==> src/rtl/tlul_xbar_pkg.sv <==
// Shared TL-UL types and constants for the 1:N crossbar and its error responder.
// Contents: A/D channel structs, opcode encodings, error-response constants,
// the error-responder state enum, and the target-index width helper.
package tlul_xbar_pkg;

  // A-channel opcodes
  localparam logic [2:0] PutFullData    = 3'h0;
  localparam logic [2:0] PutPartialData = 3'h1;
  localparam logic [2:0] Get            = 3'h4;

  // D-channel opcodes
  localparam logic [2:0] AccessAck      = 3'h0;
  localparam logic [2:0] AccessAckData  = 3'h1;

  // Fixed fields returned for accesses that hit no device
  localparam logic [31:0] ErrRspData  = 32'hFFFF_FFFF;
  localparam logic [2:0]  ErrRspParam = 3'h0;
  localparam logic        ErrRspSink  = 1'b0;

  typedef struct packed {
    logic        a_valid;
    logic [2:0]  a_opcode;
    logic [2:0]  a_param;
    logic [1:0]  a_size;
    logic [7:0]  a_source;
    logic [31:0] a_address;
    logic [3:0]  a_mask;
    logic [31:0] a_data;
    logic        d_ready;
  } tl_h2d_t;

  typedef struct packed {
    logic        d_valid;
    logic [2:0]  d_opcode;
    logic [2:0]  d_param;
    logic [1:0]  d_size;
    logic [7:0]  d_source;
    logic        d_sink;
    logic [31:0] d_data;
    logic        d_error;
    logic        a_ready;
  } tl_d2h_t;

  typedef enum logic {
    ErrEmpty = 1'b0,
    ErrFull  = 1'b1
  } err_state_e;

  // Target index spans devices 0..num_dev-1 plus the error responder at num_dev.
  function automatic int tgt_idx_w(int num_dev);
    return $clog2(num_dev + 1);
  endfunction

endpackage

==> src/rtl/tlul_xbar_1ton_if.sv <==
// One TL-UL link (request struct + response struct).
// Modports: master drives requests and receives responses; slave the reverse.
interface tlul_xbar_1ton_if;
  import tlul_xbar_pkg::*;

  tl_h2d_t h2d;
  tl_d2h_t d2h;

  modport master (output h2d, input d2h);
  modport slave  (input h2d, output d2h);
endinterface

==> src/rtl/tlul_err_resp.sv <==
// Single-entry TL-UL error responder for unmapped addresses.
// Ports: clk_i, rst_ni (async, active-low), tl (slave side of one TL-UL link).
// Accepts only when empty; answers the next cycle with d_error set and holds
// the response until d_ready.
module tlul_err_resp
  import tlul_xbar_pkg::*;
(
  input  logic             clk_i,
  input  logic             rst_ni,
  tlul_xbar_1ton_if.slave  tl
);

  err_state_e state_q, state_d;
  logic       accept;
  logic [7:0] src_q;
  logic [1:0] size_q;
  logic       is_get_q;

  always_ff @(posedge clk_i or negedge rst_ni) begin
    if (!rst_ni) begin
      state_q <= ErrEmpty;
    end else begin
      state_q <= state_d;
    end
  end

  always_comb begin
    state_d = state_q;
    accept  = 1'b0;
    case (state_q)
      ErrEmpty: begin
        if (tl.h2d.a_valid) begin
          accept  = 1'b1;
          state_d = ErrFull;
        end
      end
      ErrFull: begin
        if (tl.h2d.d_ready) begin
          state_d = ErrEmpty;
        end
      end
      default: state_d = ErrEmpty;
    endcase
  end

  // Captured request fields are only meaningful while full, so no reset needed.
  always_ff @(posedge clk_i) begin
    if (accept) begin
      src_q    <= tl.h2d.a_source;
      size_q   <= tl.h2d.a_size;
      is_get_q <= (tl.h2d.a_opcode == Get);
    end
  end

  // Outputs depend only on registered state, keeping the crossbar path acyclic.
  assign tl.d2h.a_ready  = (state_q == ErrEmpty);
  assign tl.d2h.d_valid  = (state_q == ErrFull);
  assign tl.d2h.d_opcode = is_get_q ? AccessAckData : AccessAck;
  assign tl.d2h.d_param  = ErrRspParam;
  assign tl.d2h.d_size   = size_q;
  assign tl.d2h.d_source = src_q;
  assign tl.d2h.d_sink   = ErrRspSink;
  assign tl.d2h.d_data   = ErrRspData;
  assign tl.d2h.d_error  = 1'b1;

  logic unused_h2d;
  assign unused_h2d = ^{tl.h2d.a_param, tl.h2d.a_address, tl.h2d.a_mask, tl.h2d.a_data};

endmodule

==> src/rtl/tlul_xbar_1ton.sv <==
// TL-UL 1-to-N crossbar: one host, NumDev devices plus an internal error responder.
// Ports:
//   clk_i, rst_ni       clock, async active-low reset
//   h2d_i / d2h_o       host request in / host response out
//   h2d_dev_o[NumDev]   per-device request out
//   d2h_dev_i[NumDev]   per-device response in
// Zero-latency pass-through on A and D. All in-flight requests go to one
// target (sel_q), so responses can never be reordered.
module tlul_xbar_1ton
  import tlul_xbar_pkg::*;
#(
  parameter int unsigned NumDev         = 4,
  parameter int unsigned MaxOutstanding = 4,
  parameter logic [NumDev-1:0][31:0] DevBase =
    {32'h4000_0000, 32'h3000_0000, 32'h2000_0000, 32'h1000_0000},
  parameter logic [NumDev-1:0][31:0] DevMask = {NumDev{32'hFFFF_0000}}
) (
  input  logic    clk_i,
  input  logic    rst_ni,
  input  tl_h2d_t h2d_i,
  output tl_d2h_t d2h_o,
  output tl_h2d_t h2d_dev_o [NumDev],
  input  tl_d2h_t d2h_dev_i [NumDev]
);

  if (NumDev < 1 || NumDev > 8) begin : g_bad_numdev
    $error("tlul_xbar_1ton: NumDev must be in 1..8");
  end
  if (MaxOutstanding < 1 || MaxOutstanding > 15) begin : g_bad_maxout
    $error("tlul_xbar_1ton: MaxOutstanding must be in 1..15");
  end

  localparam int TgtW = tgt_idx_w(NumDev);
  localparam int CntW = $clog2(MaxOutstanding + 1);
  localparam logic [TgtW-1:0] ErrIdx = TgtW'(NumDev);
  localparam logic [CntW-1:0] CntMax = CntW'(MaxOutstanding);

  // Index NumDev of these arrays is the error responder.
  tl_h2d_t h2d_all [NumDev+1];
  tl_d2h_t d2h_all [NumDev+1];

  logic [TgtW-1:0] tgt, sel_q, sel_d;
  logic [CntW-1:0] cnt_q, cnt_d;
  logic            a_gate, a_fire, d_fire;

  // Descending scan so the lowest matching index wins.
  always_comb begin
    tgt = ErrIdx;
    for (int i = int'(NumDev) - 1; i >= 0; i--) begin
      if ((h2d_i.a_address & DevMask[i]) == DevBase[i]) begin
        tgt = TgtW'(i);
      end
    end
  end

  // Switching targets waits until every outstanding response has returned.
  assign a_gate = rst_ni && d2h_all[tgt].a_ready && (cnt_q < CntMax) &&
                  ((cnt_q == '0) || (tgt == sel_q));
  assign a_fire = h2d_i.a_valid && a_gate;
  assign d_fire = (cnt_q != '0) && d2h_all[sel_q].d_valid && h2d_i.d_ready;

  always_comb begin
    for (int i = 0; i < int'(NumDev) + 1; i++) begin
      h2d_all[i]         = h2d_i;
      h2d_all[i].a_valid = a_fire && (TgtW'(i) == tgt);
      h2d_all[i].d_ready = h2d_i.d_ready && (TgtW'(i) == sel_q);
    end
  end

  for (genvar g = 0; g < NumDev; g++) begin : g_dev
    assign h2d_dev_o[g] = h2d_all[g];
    assign d2h_all[g]   = d2h_dev_i[g];
  end

  tlul_xbar_1ton_if err_if ();
  assign err_if.h2d      = h2d_all[NumDev];
  assign d2h_all[NumDev] = err_if.d2h;

  tlul_err_resp u_err_resp (
    .clk_i  (clk_i),
    .rst_ni (rst_ni),
    .tl     (err_if)
  );

  // With nothing in flight the D channel is idle regardless of device outputs.
  always_comb begin
    d2h_o = '0;
    if (cnt_q != '0) begin
      d2h_o = d2h_all[sel_q];
    end
    d2h_o.a_ready = a_gate;
  end

  always_comb begin
    cnt_d = cnt_q;
    sel_d = sel_q;
    if (a_fire) begin
      sel_d = tgt;
    end
    case ({a_fire, d_fire})
      2'b10:   cnt_d = cnt_q + CntW'(1);
      2'b01:   cnt_d = cnt_q - CntW'(1);
      default: cnt_d = cnt_q;
    endcase
  end

  always_ff @(posedge clk_i or negedge rst_ni) begin
    if (!rst_ni) begin
      cnt_q <= '0;
      sel_q <= '0;
    end else begin
      cnt_q <= cnt_d;
      sel_q <= sel_d;
    end
  end

endmodule

==> config.mk <==
export PLATFORM = sky130hd
export DESIGN_NAME = tlul_xbar_1ton
export DESIGN_NICKNAME = d
export VERILOG_FILES = /design/src/rtl/tlul_xbar_pkg.sv /design/src/rtl/tlul_xbar_1ton_if.sv /design/src/rtl/tlul_err_resp.sv /design/src/rtl/tlul_xbar_1ton.sv
export SDC_FILE = /design/constraint.sdc
export NUM_CORES = 1
export LEC_CHECK = 0
export CORE_AREA = 2 2 271 273
export CTS_BUF_LIST = sky130_fd_sc_hd__clkbuf_8
export DETAILED_ROUTE_END_ITERATION = 12
export DIE_AREA = 0 0 273 275
export GPL_TIMING_DRIVEN = 1
export MAX_ROUTING_LAYER = met4
export PLACE_DENSITY = 0.34
export SLEW_MARGIN = 20
export SYNTH_ARGS = -nofsm -noshare
export SYNTH_HDL_FRONTEND = slang
export SYNTH_SLANG_ARGS = --single-unit
==> constraint.sdc <==
create_clock -name clk_i -period 6.1 [get_ports clk_i]
set_clock_uncertainty 0.05 [all_clocks]
set_input_delay 1.22 -clock clk_i [delete_from_list [all_inputs] [get_ports clk_i]]
set_output_delay 1.22 -clock clk_i [all_outputs]
set_load 0.005 [all_outputs]
==> run summary <==
Sequential-to-total area share from yosys stat - 9.51%
Synth Area in XOR/XNOR - 0.659%
CTS root buf - clkbuf_8
Initial antenna violation count - 5
Residual DRC - 0
Gate Count Post-Synth - 612
Gates resized, CTS repair - 0
Pint - 1160 µW
Tcrit/Tclk final - 89.7%
Critical Path, Cell by Cell - clkdlybuf4s50_1 -> nor4_2 -> and4_1 -> nand4_1 -> a311o_1 -> a2111oi_2 -> clkdlybuf4s50_1
Total Neg Setup Slack - 0 ns
Yosys reg bits - 18
Cell area after layout - 8170 µm²
Dpl cell area - 8120 µm²
Peak supply drop - 0.000170 V
Area delta synth->final - 53.7%
IO buf count - 416
Pre-CTS setup slack - 0.601 ns
Crit Path Class - in2out
Vias in the first global route - 4,680
CP Max Fanout - 12
I/O pin total - 692
Least-Margin Pin Slew - 1.02 ns
Rows - 99
WP data arrival - 4.20 ns
Wire length per cell - 18.6 µm
Clock Power Share - 4.9%
First-pass GRT wire length - 38,500 µm
Ys async rst share - 38.9%
RSZ-0062 raised after global routing - no
Post-layout util - 11.3%
Most frequent cells in the layout - 416 x clkdlybuf4s50_1, 73 x nand2_1, 51 x mux4_2, 13 x a22o_1, 12 x nor2_1
H-tree levels - 1
Final ANT Viol Nets - 0
PwrDens - 246 nW/µm²
Kind of path behind the tightest hold check - reg2reg
RD Place Congestion - 0.709
Layout cells sized above 1 - 10.9%
Switching Power - 851 µW
RR Startpoint - sel_q[1]
Post-synth EDFFs - 11
Avg Inst Size Synth - 8.69 µm²
CTS buffer count - 3
Synth Area in Simple Gates - 11.1%
Slowest stage delay, CP - 0.63 ns
Die Width - 273 µm
Final Hold Vio Count - 0
CTS tree - built
Mux contribution to synthesized area - 22.4%
Fmax - 183 MHz
DRT Wirelength - 30,400 µm
Syn nets - 910
Slew Viols, Final - 0
Sequential power share - 11.3%
GR Overflow Total - 0
Clock-pin slew on the worst setup and hold paths - 0.07 ns
Post-detail-place hpwl - 26,900 µm
Sink Count - 18
CP max stage cell - clkdlybuf4s50_1
Clock Latency Late Sink - 0.27 ns
CP endpoint kind - output port
Number of iterations in the first detailed-routing pass - 5
CP top delay family - buffers and inverters
Highest metal used - met4
Post-synthesis compound-gate area fraction - 5.53%
Hold path startpoint - cnt_q[0]
CP Launch Type - primary input
Mapped Area - 5320 µm²
Largest family of logic cells by synthesized area - buffers and inverters
Switching Share - 42.4%
Post-Synth Adder-Cell Area - 0.612%
Distinct cells, synth - 50
Met3 Routed Length - 4320 µm
Max-cap violations - 0
Status - completed
Setup WS post-layout - 0.628 ns
Most frequent CP cell - clkdlybuf4s50_1
CP required - 4.83 ns
Setup crit start - h2d_i[54]
Initial Utilization - 7.35%
Die H - 275 µm
Tot GR Track Use - 7.71%
WP buf/inv - 2
Most common cell after layout, fill and taps aside - clkdlybuf4s50_1
Most used DFF post-synth - edfxtp_1
Setup Fix Bufs, Post-CTS - 0
DRT iter0 DRCs - 138
Nets - 976
LEAKAGE - 0.00258 µW
WL met1 - 8610 µm
Via Count - 4,293
Detailed-route vias per instance - 2.62
Largest net degree at the start of global routing - 36
DIE AREA - 75,100 µm²
Post-layout minimum cycle time - 5.47 ns
Core ar. - 72,300 µm²
Slew Limit Headroom - 31.6%
Synth warn - 0
CTS max path bufs - 2
# hold bufs at CTS - 0
Fillers - 8,296
Comb power frac - 83.9%
Endpoints failing setup - 0
WL met2 - 16,500 µm
## power groups by stage
stage / registers, µW / logic (µW) / clock network, µW
floorplan: 181 / 863 / 0
global placement: 235 / 1760 / 0
detailed placement: 232 / 1750 / 0
CTS: 231 / 1760 / 106
global route: 238 / 1850 / 106
finish: 226 / 1680 / 97.6
## per-layer routing
metal  track usage (%)  vias up
li1                  -     1882
met1              6.09     1910
met2              15.0      463
met3              3.79       38
met4              2.98        0
met5                 -        -
## cell usage after synthesis, drive strengths merged (2+ instances only)
| cell type | number | area share, % |
|---|---|---|
| buf | 347 | 49 |
| nand2 | 74 | 5.3 |
| mux4 | 51 | 22 |
| clkbuf | 16 | 1.1 |
| nor2 | 14 | 1.0 |
| a22o | 13 | 2.1 |
| edfxtp | 11 | 6.2 |
| and2 | 9 | 1.1 |
| a21oi | 7 | 0.66 |
| dfrtp | 7 | 3.3 |
| inv | 7 | 0.49 |
| a211oi | 5 | 0.80 |
| nor2b | 4 | 0.52 |
| nor3 | 4 | 0.38 |
| mux2i | 3 | 0.56 |
| nand2b | 3 | 0.35 |
| nand4 | 3 | 0.35 |
| nor4 | 3 | 0.59 |
| a2111oi | 2 | 0.47 |
| a211o | 2 | 0.33 |
| a22oi | 2 | 0.28 |
| and3 | 2 | 0.24 |
| nand3 | 2 | 0.19 |
| xnor2 | 2 | 0.33 |
| xor2 | 2 | 0.33 |
## worst paths after layout
kind,endpoint,slack (ns),cells after the start
max,h2d_dev_o[85],0.63,7
min,cnt_q[0],0.52,1
max reg2reg,cnt_q[2],2.71,11
min reg2reg,cnt_q[0],0.52,1
max in group asynchronous,sel_q[1],4.61,2
min in group asynchronous,sel_q[0],1.25,2
## worst reg2reg max path, cell delays in order, from the launching register on
cell     delay [ns]
dfrtp_4        0.67
nor2_1         0.24
nand2_1        0.09
nor2_1         0.78
a22o_1         0.31
and2_1         0.14
ha_1           0.17
inv_1          0.06
fa_1           0.37
xor2_1         0.15
nor2_1         0.12
xor2_1         0.16
## cell families (layout without fill, tap and decap cells)
family                     Yosys count  in the layout
other                                0              3
muxes                               55             55
buffers and inverters              370            435
and+or+nand+nor                    126            126
adders and majority gates            2              2
AOI/OAI and AO/OA                   37             37
xor gates and xnor gates             4              4
DFF                                 18             18
## cell type report
| class | count | area, µm² | area share (%) |
|---|---|---|---|
| antenna | 3 | 7.51 | 0.0919 |
| clock buffer | 3 | 41.3 | 0.505 |
| clock inverter | 1 | 3.75 | 0.0459 |
| inverter | 7 | 26.3 | 0.322 |
| multi-input combinational | 224 | 2160 | 26.4 |
| sequential | 18 | 513 | 6.28 |
| tap | 959 | 1200 | 14.7 |
| timing repair buffer | 424 | 4220 | 51.7 |
## sequential cells by signal (all words and copies together), names as in the netlist
register,flops
u_err_resp.src_q,8
sel_q,3
u_err_resp.state_q,1
cnt_q,3
u_err_resp.size_q,2
u_err_resp.is_get_q,1
## per-stage QoR
step	instances	hold WS (ns)	total power, µW
after global placement	1632	0.522	1990
after floorplan	612	0.450	1040
final	1639	0.520	2010
after global routing	1639	0.569	2190
after CTS	1636	0.526	2090
after detailed placement	1632	0.513	1980
Power figures use the tool's default switching activity.
